[config.mk]
export PLATFORM = sky130hd
export DESIGN_NAME = lif_spike_encoder
export DESIGN_NICKNAME = d
export VERILOG_FILES = /design/src/rtl/lif_spike_encoder.sv
export SDC_FILE = /design/constraint.sdc
export NUM_CORES = 1
export LEC_CHECK = 0
export CORE_MARGIN = 4
export CORE_UTILIZATION = 53
export CTS_CLUSTER_SIZE = 20
export DETAILED_ROUTE_END_ITERATION = 10
export PLACE_DENSITY = 0.82
export SYNTH_ARGS = -nofsm -noshare
export SYNTH_HDL_FRONTEND = slang
export SYNTH_SLANG_ARGS = --single-unit
[constraint.sdc]
create_clock -name clk -period 2.94 [get_ports clk]
set_input_delay 0.294 -clock clk [delete_from_list [all_inputs] [get_ports clk]]
set_output_delay 0.294 -clock clk [all_outputs]
set_load 0.05 [all_outputs]
[src/rtl/lif_spike_encoder.sv]
// lif_spike_encoder: rate-codes one pixel intensity into a WINDOW-cycle spike train
// that drives the LIF neuron's enable / input_spike pins.
// Handshake: pix_valid/pix_ready. Only one pixel is in flight at a time.
// Optional macro LIF_ENC_LFSR_EN selects stochastic coding with a 16-bit Galois
// LFSR (DATA_W must be <= 16). Without the macro, deterministic accumulator coding
// is built and no LFSR logic exists.
module lif_spike_encoder #(
  parameter int DATA_W = 8,
  parameter int WINDOW = 16,
  parameter int CNT_W  = $clog2(WINDOW + 1)
`ifdef LIF_ENC_LFSR_EN
  ,
  parameter logic [15:0] LFSR_SEED = 16'hACE1
`endif
) (
  input  logic              clk,
  input  logic              rst,
  input  logic              pix_valid,
  input  logic [DATA_W-1:0] pix_data,
  output logic              pix_ready,
  input  logic              hold,
  output logic              enable,
  output logic              input_spike,
  output logic              busy,
  output logic              done,
  output logic [CNT_W-1:0]  spike_count
);

  // Step counter only needs to reach WINDOW-1.
  localparam int STEP_W = $clog2(WINDOW);
  localparam logic [STEP_W-1:0] LAST_STEP = STEP_W'(WINDOW - 1);

  typedef enum logic [1:0] {
    IDLE,
    ENCODE,
    DONE
  } state_t;

  state_t state;
  state_t state_next;

  logic [DATA_W-1:0] intensity;
  logic [STEP_W-1:0] step;
  logic              accept;
  logic              advance;
  logic              last_step;
  logic              spike;

  assign pix_ready = (state == IDLE);
  assign accept    = pix_valid & pix_ready;
  assign advance   = (state == ENCODE) & ~hold;
  assign last_step = (step == LAST_STEP);

  // State register; reset returns to IDLE and abandons any window in progress.
  always_ff @(posedge clk) begin
    if (rst) begin
      state <= IDLE;
    end else begin
      state <= state_next;
    end
  end

  // Next-state logic: a window ends after the last non-held step, DONE lasts one cycle.
  always_comb begin
    state_next = state;
    case (state)
      IDLE:    if (accept) state_next = ENCODE;
      ENCODE:  if (advance && last_step) state_next = DONE;
      DONE:    state_next = IDLE;
      default: state_next = IDLE;
    endcase
  end

`ifdef LIF_ENC_LFSR_EN

  logic [15:0] lfsr;
  logic [15:0] lfsr_next;

  // Stochastic spike decision and Galois shift (taps x^16+x^14+x^13+x^11+1).
  always_comb begin
    spike     = (lfsr[DATA_W-1:0] < intensity);
    lfsr_next = lfsr[0] ? ((lfsr >> 1) ^ 16'hB400) : (lfsr >> 1);
  end

  // LFSR advances on every non-held step and is reseeded only by reset.
  always_ff @(posedge clk) begin
    if (rst) begin
      lfsr <= LFSR_SEED;
    end else if (advance) begin
      lfsr <= lfsr_next;
    end
  end

`else

  logic [DATA_W-1:0] acc;
  logic [DATA_W:0]   sum;

  // Accumulator coding: the carry out of acc+intensity is the spike.
  always_comb begin
    sum   = {1'b0, acc} + {1'b0, intensity};
    spike = sum[DATA_W];
  end

  // Accumulator restarts from zero for every pixel and is frozen while held.
  always_ff @(posedge clk) begin
    if (rst) begin
      acc <= '0;
    end else if (accept) begin
      acc <= '0;
    end else if (advance) begin
      acc <= sum[DATA_W-1:0];
    end
  end

`endif

  // Datapath and registered outputs: latch pixel, step the window, emit enable/spike/done.
  always_ff @(posedge clk) begin
    if (rst) begin
      intensity   <= '0;
      step        <= '0;
      spike_count <= '0;
      enable      <= 1'b0;
      input_spike <= 1'b0;
      busy        <= 1'b0;
      done        <= 1'b0;
    end else begin
      enable      <= 1'b0;
      input_spike <= 1'b0;
      done        <= (state == DONE);
      if (accept) begin
        intensity   <= pix_data;
        step        <= '0;
        spike_count <= '0;
        busy        <= 1'b1;
      end
      if (advance) begin
        step        <= step + 1'b1;
        enable      <= 1'b1;
        input_spike <= spike;
        spike_count <= spike_count + {{(CNT_W-1){1'b0}}, spike};
        if (last_step) begin
          busy <= 1'b0;
        end
      end
    end
  end

endmodule

**Yosys cells after proc, flatten, opt, wreduce, memory -nomap -nowiden**

Index checks and enable logic that the tools add are counted.

- ROM bits: 0
- Input bits: 12
- Bits in latches: 0
- Memories: 0
- Word-level logic and storage cells: 38
- Output and inout port bits: 10
- Flip-flop bits (word level): 31
- RAM bits: 0

- Eq/ne operators: 5
- Reduce and logical (&&, ||, !) cells: 6
- Shift-type cells: 0
- $lt $le $gt $ge: 0
- Divide/modulo/power cells: 0
- $add $sub $neg: 3
- Multipliers: 0
- Bitwise operators: 4
- Multiplexer cells: 11

Operators with widths:

| operator | count |
|---|---|
| 5-bit 2-to-1 mux | 2 |
| 8-bit by 8-bit adder with 9-bit output | 1 |
| 4-bit 2-to-1 mux | 2 |
| 5-bit by 1-bit adder with 5-bit output | 1 |
| 4-bit by 1-bit adder with 4-bit output, second input constant | 1 |
| 4-bit equality test, second input constant | 1 |
| 1-bit 2-to-1 mux | 4 |
| 2-bit 2-to-1 mux | 2 |
| 2-bit by 1-bit inequality test with 1-bit output, second input constant | 2 |
| 2-bit one-hot mux with 2 select lines | 1 |
| 2-bit OR reduction | 2 |
| 1-bit bitwise AND | 2 |
| 2-bit by 1-bit equality test with 1-bit output, second input constant | 1 |
| 2-bit equality test, second input constant | 1 |
| 2-bit logical NOT | 1 |
| 1-bit NOT | 2 |
| 2-bit AND reduction | 1 |
| 2-bit nonzero test | 1 |
| 1-bit logical AND | 1 |

**Longest topological paths before layout**

- Depth in word-level cells: 5
- Depth in mapped cells: 11
- Mapped depth without buffers: 11

**Worst setup path before layout**

OpenSTA, ideal clock, no wires.

- Path kind: register to register
- From: register intensity[0]
- To: register spike_count[4]
- Slack: 648 ps
- Stages on the path, launching flop included: 12
- Library setup time: 132 ps
- Arrival time: 2160 ps
- Clock period less this slack: 2292 ps
- Required time: 2808 ps
- Buffers on the path: 0
- Cell sequence: dfxtp_1 -> ha_1 -> fa_1 -> a211oi_1 -> o21ai_0 -> nand3_1 -> a21oi_1 -> ha_1 -> ha_1 -> nand4_1 -> or2_0 -> a21oi_1

- Word-level cells in the longest chain between the ends: 3

RTL lines:

| item | line | source |
|---|---|---|
| from (decl) | 42 | `logic [DATA_W-1:0] intensity;` |
| from (signal assigned) | 133 | `intensity <= pix_data;` |
| 8-bit by 8-bit adder with 9-bit output | 101 | `sum = {1'b0, acc} + {1'b0, intensity};` |
| named net sum[8] | 97 | `logic [DATA_W:0] sum;` |
| 5-bit by 1-bit adder with 5-bit output | 142 | `spike_count <= spike_count + {{(CNT_W-1){1'b0}}, spike};` |
| 5-bit 2-to-1 mux | 138 | `if (advance) begin` |
| to (signal assigned) | 142 |  |
| to (decl) | 26 | `output logic [CNT_W-1:0] spike_count` |

The timed path passes the listed nets, and every way through them passes these cells.
A chain may end at the register's enable or synchronous reset.

**Worst setup path after layout**

Same ends and word-level chain as after synthesis.

==> flow_summary.json <==
{
  "first_global_vias": 1317,
  "diodes": 0,
  "avgSynthCellArea_um2": 8.36,
  "ios": 22,
  "crit_type": "reg -> reg",
  "post_cts_buffers": 0,
  "grt-ovfl-total": 0,
  "postLayoutCoreUtil": 0.687,
  "finalClockSkew_ns": 0.00591,
  "peakVddDrop_mv": 0.337,
  "slew_violations": 0,
  "pre_cts_slack_ns": 0.420,
  "hold_viol_final": 0,
  "status": "complete, no violations",
  "clkPwrFrac": 0.318,
  "yosysMostFrequentCell": "dfxtp_1",
  "totalWireLength_um": 3160,
  "firstDrtPassIters": 4,
  "max_freq_mhz": 393,
  "grt_antenna_before_repair": 0,
  "p_per_area_mw_per_mm2": 444,
  "globalplace.congestion": 0.821,
  "grt_max_degree": 26,
  "slew_headroom": 0.627,
  "leakagePower_nw": 0.689,
  "register_area_um2": 621,
  "rsz0062_at_grt": "no",
  "cp-start-kind": "flop",
  "synth_edf_count": 0,
  "io_buffers": 21,
  "clock-root-buffer": "clkbuf_4",
  "finalSetupViolations": 0,
  "area_growth_syn_to_layout_pct": 19.9,
  "synth_flop_cell": "dfxtp_1",
  "switching_share": 0.258,
  "drv_cap": 0,
  "finalCriticalPeriod_ns": 2.55,
  "synth_area_leaders": "dfxtp_1, ha_1, nand2_1",
  "p_seq_frac": 0.561,
  "h-tree-depth": 2,
  "cts_hold_buf": 0,
  "route.vias.total": 1333,
  "ys_ff_latch": 31,
  "path_clk_slew_ns": 0.09,
  "start_util": 0.573,
  "ys_warn_count": 0,
  "die-area_mm2": 0.00368,
  "switchingPower_w": 0.000202,
  "grt_first_pass_wirelength_um": 5470,
  "period_share": 0.866,
  "fillCellCount": 221,
  "worstHoldStart": "intensity[3]",
  "post-dp-hpwl_um": 2270,
  "crit_required_ns": 3.16,
  "syn_area_mm2": 0.00147,
  "nets": 223,
  "cts_tree": "yes",
  "tightest_slew_ns": 0.560,
  "seq_area_frac_synth": 0.422,
  "combPwrFrac": 0.121,
  "post_drt_via_cell_ratio": 5.82,
  "worst_slack_ns": 0.393,
  "arrival_ns": 2.77,
  "crit_fanout": 3,
  "die_height_um": 60.7,
  "clock_path_buffers": 2,
  "crit_start": "intensity[0]",
  "drive_gt1_frac": 0.0704,
  "cts_sinks": 31,
  "cts_made_buffers": 5,
  "clock_latency_ns": 0.33,
  "drc": 0,
  "drt_iter0_drc": 42,
  "synth_top_cell_area_share": 0.422,
  "endpoint_kind": "flop",
  "p_total_w": 0.000783,
  "post_cts_resized": 0,
  "ys_types": 34,
  "fin_tns_setup_ns": 0,
  "postSynth.asyncResetShare": 0,
  "worstHoldPathType": "reg -> reg",
  "drt-wirelength-per-cell_um": 13.8,
  "syn_nets": 200,
  "rows": 18,
  "r2r-start": "intensity[0]",
  "yosys.area.top_type": "dfxtp_1",
  "p_int_w": 0.000581,
  "grt_usage": 0.203,
  "multi_input_area_um2": 817,
  "netlist_top_cells_count": "dfxtp_1, nand2_1, a21oi_1, nor2_1, ha_1",
  "core_area_mm2": 0.00257,
  "postSynthCellCount": 176,
  "drtAntennaViolNets": 0,
  "fp.dieW_um": 60.7
}
-- path summary, 6_finish.rpt --
kind	endpoint	slack [ns]	cells after the start
hold / removal	intensity[3]	0.47	2
setup reg to reg	spike_count[4]	0.39	11
setup / recovery	spike_count[4]	0.39	11
hold reg to reg	intensity[3]	0.47	2
-- logic make-up after synthesis --
logic type | synth area share
mux | 0.00765
simple gates | 0.258
xor+xnor | 0.0119
fa+ha+maj | 0.107
compound gates | 0.171
flops | 0.422
buf+inv | 0.0230
-- metal layers --
| metal | GRT usage | part of all wire | vias to the layer above |
|---|---|---|---|
| met5 | 0 | 0 | - |
| met3 | 0.0617 | 0.038 | 9 |
| met4 | 0.124 | 0.025 | 0 |
| li1 | - | - | 672 |
| met1 | 0.218 | 0.44 | 624 |
| met2 | 0.347 | 0.50 | 28 |
-- layout by cell type (no fill, tap or decap), types with 2 or more instances in the layout --
cell,instances
a211oi_1,4
clkbuf_4,5
xnor2_1,2
or2_0,2
clkdlybuf4s50_1,21
nor2_1,20
a21o_1,2
a22oi_1,3
ha_1,11
nand2_1,27
a21oi_1,20
buf_4,3
dfxtp_1,31
nor4_1,2
nand4_1,4
nor3_1,3
nand3_1,9
nand3b_1,2
o21ai_0,9
nor3b_1,2
-- state kept, by name, indices dropped and copies added (netlist names) --
name         cells
acc              8
intensity        8
spike_count      5
step             4
state            2
busy             1
done             1
enable           1
input_spike      1
-- through the flow --
step                instances  hold slack (ns)  cell area (um2)
finish                    229            0.468             1760
global route              229            0.488             1760
CTS                       229            0.469             1760
detailed placement        222            0.455             1710
global placement          222            0.447             1710
floorplan                 176            0.430             1470
-- power groups by stage --
stage	logic (W)	registers [W]	clock network, W
3_3_place_gp	0.0000915	0.000448	0
4_1_cts	0.0000947	0.000439	0.000262
5_1_grt	0.000105	0.000441	0.000279
6_report	0.0000951	0.000439	0.000249
3_5_place_dp	0.0000941	0.000449	0
2_1_floorplan	0.0000555	0.000452	0
-- final cells by class --
| type | instances | area share |
|---|---|---|
| clock buffer | 6 | 0.0291 |
| sequential | 31 | 0.352 |
| clock inverter | 1 | 0.00284 |
| timing repair buffer | 24 | 0.132 |
| tap | 30 | 0.0213 |
| multi-input combinational | 137 | 0.463 |
-- worst max-delay path, cell delays in order, from the launching register on --
cell and delay (ns):
dfxtp_1 0.32, ha_1 0.23, fa_1 0.43, a211oi_1 0.27, o21ai_0 0.20, nand3_1 0.16
a21oi_1 0.10, ha_1 0.20, ha_1 0.22, nand4_1 0.13, or2_0 0.12, a21oi_1 0.06
No activity file was read; power rests on OpenSTA's default activity.
==> RTL change 1: new RTL, same flow settings <==
The parameter `WINDOW` goes from 16 to 8.
--- a/src/rtl/lif_spike_encoder.sv
+++ b/src/rtl/lif_spike_encoder.sv
@@ -6,7 +6,7 @@
 // is built and no LFSR logic exists.
 module lif_spike_encoder #(
   parameter int DATA_W = 8,
-  parameter int WINDOW = 16,
+  parameter int WINDOW = 8,
   parameter int CNT_W  = $clog2(WINDOW + 1)
 `ifdef LIF_ENC_LFSR_EN
   ,
Ports: changed (resized spike_count); port bits go from 22 to 21. The function was not compared with the original's and may differ.
==> RTL change 1 against the original RTL <==
- critical path depth decreased by 1
- power decreased by 4.4%
- non-clock buffer count down 1
- setup slack improved by 0.0094 ns
- area after synthesis down 6.8%
- sequential cell count decreased by 2
- final area down 5.7%
- clock power fell by 2%
- wire length fell by 3.5%
==> RTL change 1: results (changes against the original RTL) <==
logic_synthesis:
  synth_fp_nets: 187  # -6.5%
  yosysUniqueCellTypes: 32  # -5.9%
timing:
  final_worst_path_period_need_ns: 2.538  # -0.009376 ns
  final.setup_skew_ns: 0.01106  # +0.005153 ns
  hold_slack_ns: 0.4656  # -0.002287 ns
drt:
  vias_per_cell: 5.736  # -1.5%
  dr_total_vias: 1239  # -7.1%
  wl_per_cell_um: 14.10  # +2.3%
  initial_drc_count: 49  # +17%
global_routing:
  global_route.usage.met1_pct: 21.90  # +0.10 points
  grt_use_met3_pct: 6.798  # +0.63 points
  grt_max_degree: 22  # -15%
  grt_util_all_layers_pct: 20.44  # +0.17 points
place:
  dp_hpwl_um: 2225  # -2.0%
  io_buffer_count: 20  # -4.8%
  dp_slack_ns: 0.4562  # +0.03571 ns
  place.detailed.instances: 209  # -5.9%
power:
  worst_ir_drop_vdd_uv: 341.0  # +1.1%
  power_report.internal_total_mw: 0.5559  # -4.4%
final_layout:
  final.fill_count: 207  # -6.3%
  largestRegisters: "acc x8, intensity x8, spike_count x4"
  drive_gt1_share_pct: 5.914  # -1.1 points
  multi_input_area_um2: 767.0  # -6.1%
min_path:
  min-delay-start: "intensity[0]"
  min_delay_worst_endpoint: "intensity[0]"
run_status:
  result_of_the_run: "complete, no violations"
[RTL change 1: cell types whose count changed after synthesis, sizes merged, moves of 2 or more]
cell,before,now
a211oi,4,6
a21oi,20,17
buf,3,1
dfxtp,31,29
nand3,9,7
nand4,4,1
[RTL change 1: cell type report]
type,count,area share [%]
clock buffers,7,3.311
multi-input cells,127,46.13
flip-flops and latches,29,34.91
well taps,30,2.257
repair buffers,23,13.39
[RTL change 1: power by group through the flow]
stage	combinational, mW	clock, mW	sequential [mW]
3_5_place_dp	0.0933	0	0.421
2_1_floorplan	0.0529	0	0.425
6_report	0.0939	0.243	0.412
3_3_place_gp	0.0900	0	0.421
4_1_cts	0.0939	0.253	0.412
5_1_grt	0.103	0.271	0.413
[RTL change 1: cells by family after synthesis]
kind of cell | share of synthesized area, %
and+or+nand+nor | 23.09
AOI/OAI and AO/OA | 18.52
DFF | 42.34
adders and majority gates | 12.41
buffers and inverters | 1.733
xor gates and xnor gates | 1.916
[RTL change 1: worst max-delay path: stages, from the launching register on]
cell and delay, ns:
sky130_fd_sc_hd__dfxtp_1 0.32, sky130_fd_sc_hd__ha_1 0.23, sky130_fd_sc_hd__fa_1 0.43, sky130_fd_sc_hd__a211oi_1 0.26, sky130_fd_sc_hd__o21ai_0 0.21, sky130_fd_sc_hd__nand3_1 0.16, sky130_fd_sc_hd__a21oi_1 0.09, sky130_fd_sc_hd__ha_1 0.21
sky130_fd_sc_hd__ha_1 0.28, sky130_fd_sc_hd__a22oi_1 0.18, sky130_fd_sc_hd__nor2_1 0.06
[RTL change 1: per-layer routing]
| metal | wire length (µm) | share of wire (%) |
|---|---|---|
| met4 | 79 | 2.6 |
| met5 | 0 | 0 |
| met3 | 173 | 5.7 |
| met1 | 1271 | 42 |
| met2 | 1520 | 50 |
==> RTL change 2: new RTL, config.mk and constraints unchanged <==
Made on the original files. Register the output `spike_count` once more, cleared by the reset; this adds one clock of latency there. The other outputs are not delayed to match.
--- a/src/rtl/lif_spike_encoder.sv
+++ b/src/rtl/lif_spike_encoder.sv
@@ -35,6 +35,8 @@
     ENCODE,
     DONE
   } state_t;
+
+  logic [CNT_W-1:0] spike_count_s0;
 
   state_t state;
   state_t state_next;
@@ -120,7 +122,7 @@
     if (rst) begin
       intensity   <= '0;
       step        <= '0;
-      spike_count <= '0;
+      spike_count_s0 <= '0;
       enable      <= 1'b0;
       input_spike <= 1'b0;
       busy        <= 1'b0;
@@ -132,14 +134,14 @@
       if (accept) begin
         intensity   <= pix_data;
         step        <= '0;
-        spike_count <= '0;
+        spike_count_s0 <= '0;
         busy        <= 1'b1;
       end
       if (advance) begin
         step        <= step + 1'b1;
         enable      <= 1'b1;
         input_spike <= spike;
-        spike_count <= spike_count + {{(CNT_W-1){1'b0}}, spike};
+        spike_count_s0 <= spike_count_s0 + {{(CNT_W-1){1'b0}}, spike};
         if (last_step) begin
           busy <= 1'b0;
         end
@@ -147,5 +149,13 @@
     end
   end
 
+  always_ff @(posedge clk) begin
+    if (rst) begin
+      spike_count <= '0;
+    end else begin
+      spike_count <= spike_count_s0;
+    end
+  end
+
 endmodule
 
Formal check against the unedited RTL: not equivalent (Yosys sat finds a counterexample within 4 cycles, from zero or initial values and one cycle with rst high).
==> RTL change 2 against the original RTL <==
- clock power rose by 37%
- hold slack got worse by 0.00069 ns
- area after synthesis rose by 9.3%
- wire length rose by 10%
- sequential cell count rose by 5
- final area rose by 8.9%
- global-route usage fell by 1.0 points
- critical path depth did not move
- setup slack got worse by 0.033 ns
- first-iteration DRC count rose by 130%
- power rose by 21%
==> RTL change 2: results (changes against the original RTL) <==
final_layout:
  drive_gt1_share_pct: 7.109  # +0.074 points
  insertedDiodeCount: 0  # unchanged
  final.fill_count: 251  # +14%
  nNetsFinal: 234  # +4.9%
  largestRegisters: "acc x8, intensity x8"
  post_layout_nonfiller_instances: 242  # +5.7%
logic_synthesis:
  yosysUniqueCellTypes: 34  # unchanged
  synthTopCellsByCount: "sky130_fd_sc_hd__dfxtp_1, sky130_fd_sc_hd__nand2_1, sky130_fd_sc_hd__nor2_1"
  synth_area_leader_cell: "sky130_fd_sc_hd__dfxtp_1"
  yosys-top-cells-area: "sky130_fd_sc_hd__dfxtp_1, sky130_fd_sc_hd__ha_1, sky130_fd_sc_hd__nand2_1"
  synth-async-reset-ratio_pct: 0  # unchanged
  ys_warn_count: 0  # unchanged
  synth_sequential_area_ratio_pct: 44.82  # +2.6 points
  syn-mean-instance-area_um2: 8.598  # +2.8%
  synth_fp_nets: 211  # +5.5%
global_routing:
  grt_util_all_layers_pct: 19.23  # -1.0 points
  gr-usage-met2_pct: 33.33  # -1.3 points
  grt_max_degree: 30  # +15%
  vias_in_the_first_global_route: 1399  # +6.2%
  grt_use_met3_pct: 4.618  # -1.6 points
  grt_pass1_wl_um: 6120  # +12%
  global_route.usage.met1_pct: 21.99  # +0.19 points
  grt_antenna_before_repair: 0  # unchanged
place:
  dp_slack_ns: 0.4000  # -0.02049 ns
  placedInstanceArea_mm2: 0.001846  # +8.1%
  io_buffer_count: 21  # unchanged
  dp_hpwl_um: 2426  # +6.8%
  gp_routability_congestion: 0.8287  # +1.0%
min_path:
  hold_path_depth: 2  # unchanged
  worstHoldPathType: "register to register"
timing:
  relative_slew_slack_pct: 58.91  # -3.8 points
  final.setup_skew_ns: 0.003026  # -0.002882 ns
  fmax_mhz: 387.6  # -1.3%
power:
  power.static_leakage_nw: 0.7515  # +9.1%
  worst_ir_drop_vdd_uv: 509.2  # +51%
clock_network:
  clock_root_buffer: "sky130_fd_sc_hd__clkbuf_4"
  post-cts-setup-buffer-count: 0  # unchanged
  cts_repair_resize_count: 0  # unchanged
  clkSlewWorstSetupHoldPaths_ns: 0.10
  clk_path_buf_depth: 2  # unchanged
  tritoncts.num_buffers: 5  # unchanged
  insertion_delay_ns: 0.34
  number_of_h_tree_branching_levels: 2  # unchanged
drt:
  initial_drc_count: 96  # +130%
  wl_per_cell_um: 14.38  # +4.3%
  vias_per_cell: 5.934  # +1.9%
  firstDrtPassIters: 4  # unchanged
critical_path:
  slowest_stage: "sky130_fd_sc_hd__fa_1"
  critPathArrivalTime_ns: 2.85  # +0.08 ns
  regToRegSetupSlack_ns: 0.36  # -0.03 ns
  critical_path.max_stage_delay_ns: 0.43  # about the same
  cp_top_family: "adder cells"
  r2r.worst_path.cells: 11  # unchanged
  crit_path_max_fanout: 3  # unchanged
run_status:
  result_of_the_run: "complete, no violations"
## RTL change 2: path summary, 6_finish.rpt
path,end,from
setup / recovery,spike_count_s0[4],intensity[0]
hold / removal,intensity[3],intensity[3]
setup reg to reg,spike_count_s0[4],intensity[0]
hold reg to reg,intensity[3],intensity[3]
## RTL change 2: final cells by class
class | instances | share of cell area (%)
well taps | 31 | 2.018
flip-flops and latches | 36 | 37.50
multi-input cells | 143 | 44.40
repair buffers | 24 | 12.11
clock inverters | 2 | 1.823
clock buffers | 6 | 2.148
## RTL change 2: metrics by stage
step / hold WS (ns) / utilization, %
floorplan: 0.4287 / -
global placement: 0.4466 / 65.24
detailed placement: 0.4541 / 65.24
CTS: 0.4689 / 67.93
global route: 0.4847 / 67.93
finish: 0.4672 / 67.93
## RTL change 2: cells by family after synthesis
group                    count (synthesis)  synth area share, %
AND/OR/NAND/NOR                         84                24.98
AO/OA/AOI/OAI                           43                15.80
flip-flops                              36                44.82
adder cells (fa/ha/maj)                 12                9.805
buffers and inverters                    8                2.101
XOR/XNOR                                 2                1.090
multiplexers                             2                1.401
## RTL change 2: report_power, final
part	switching (mW)	internal [mW]	total, mW
Sequential	0.00802	0.499	0.507
Clock	0.164	0.178	0.342
Combinational	0.0582	0.0399	0.0981
## RTL change 2: routing by layer
layer / wire [µm] / part of all wire, %
met5: 0 / 0
met4: 55 / 1.6
met3: 233 / 6.7
met2: 1738 / 50
met1: 1452 / 42
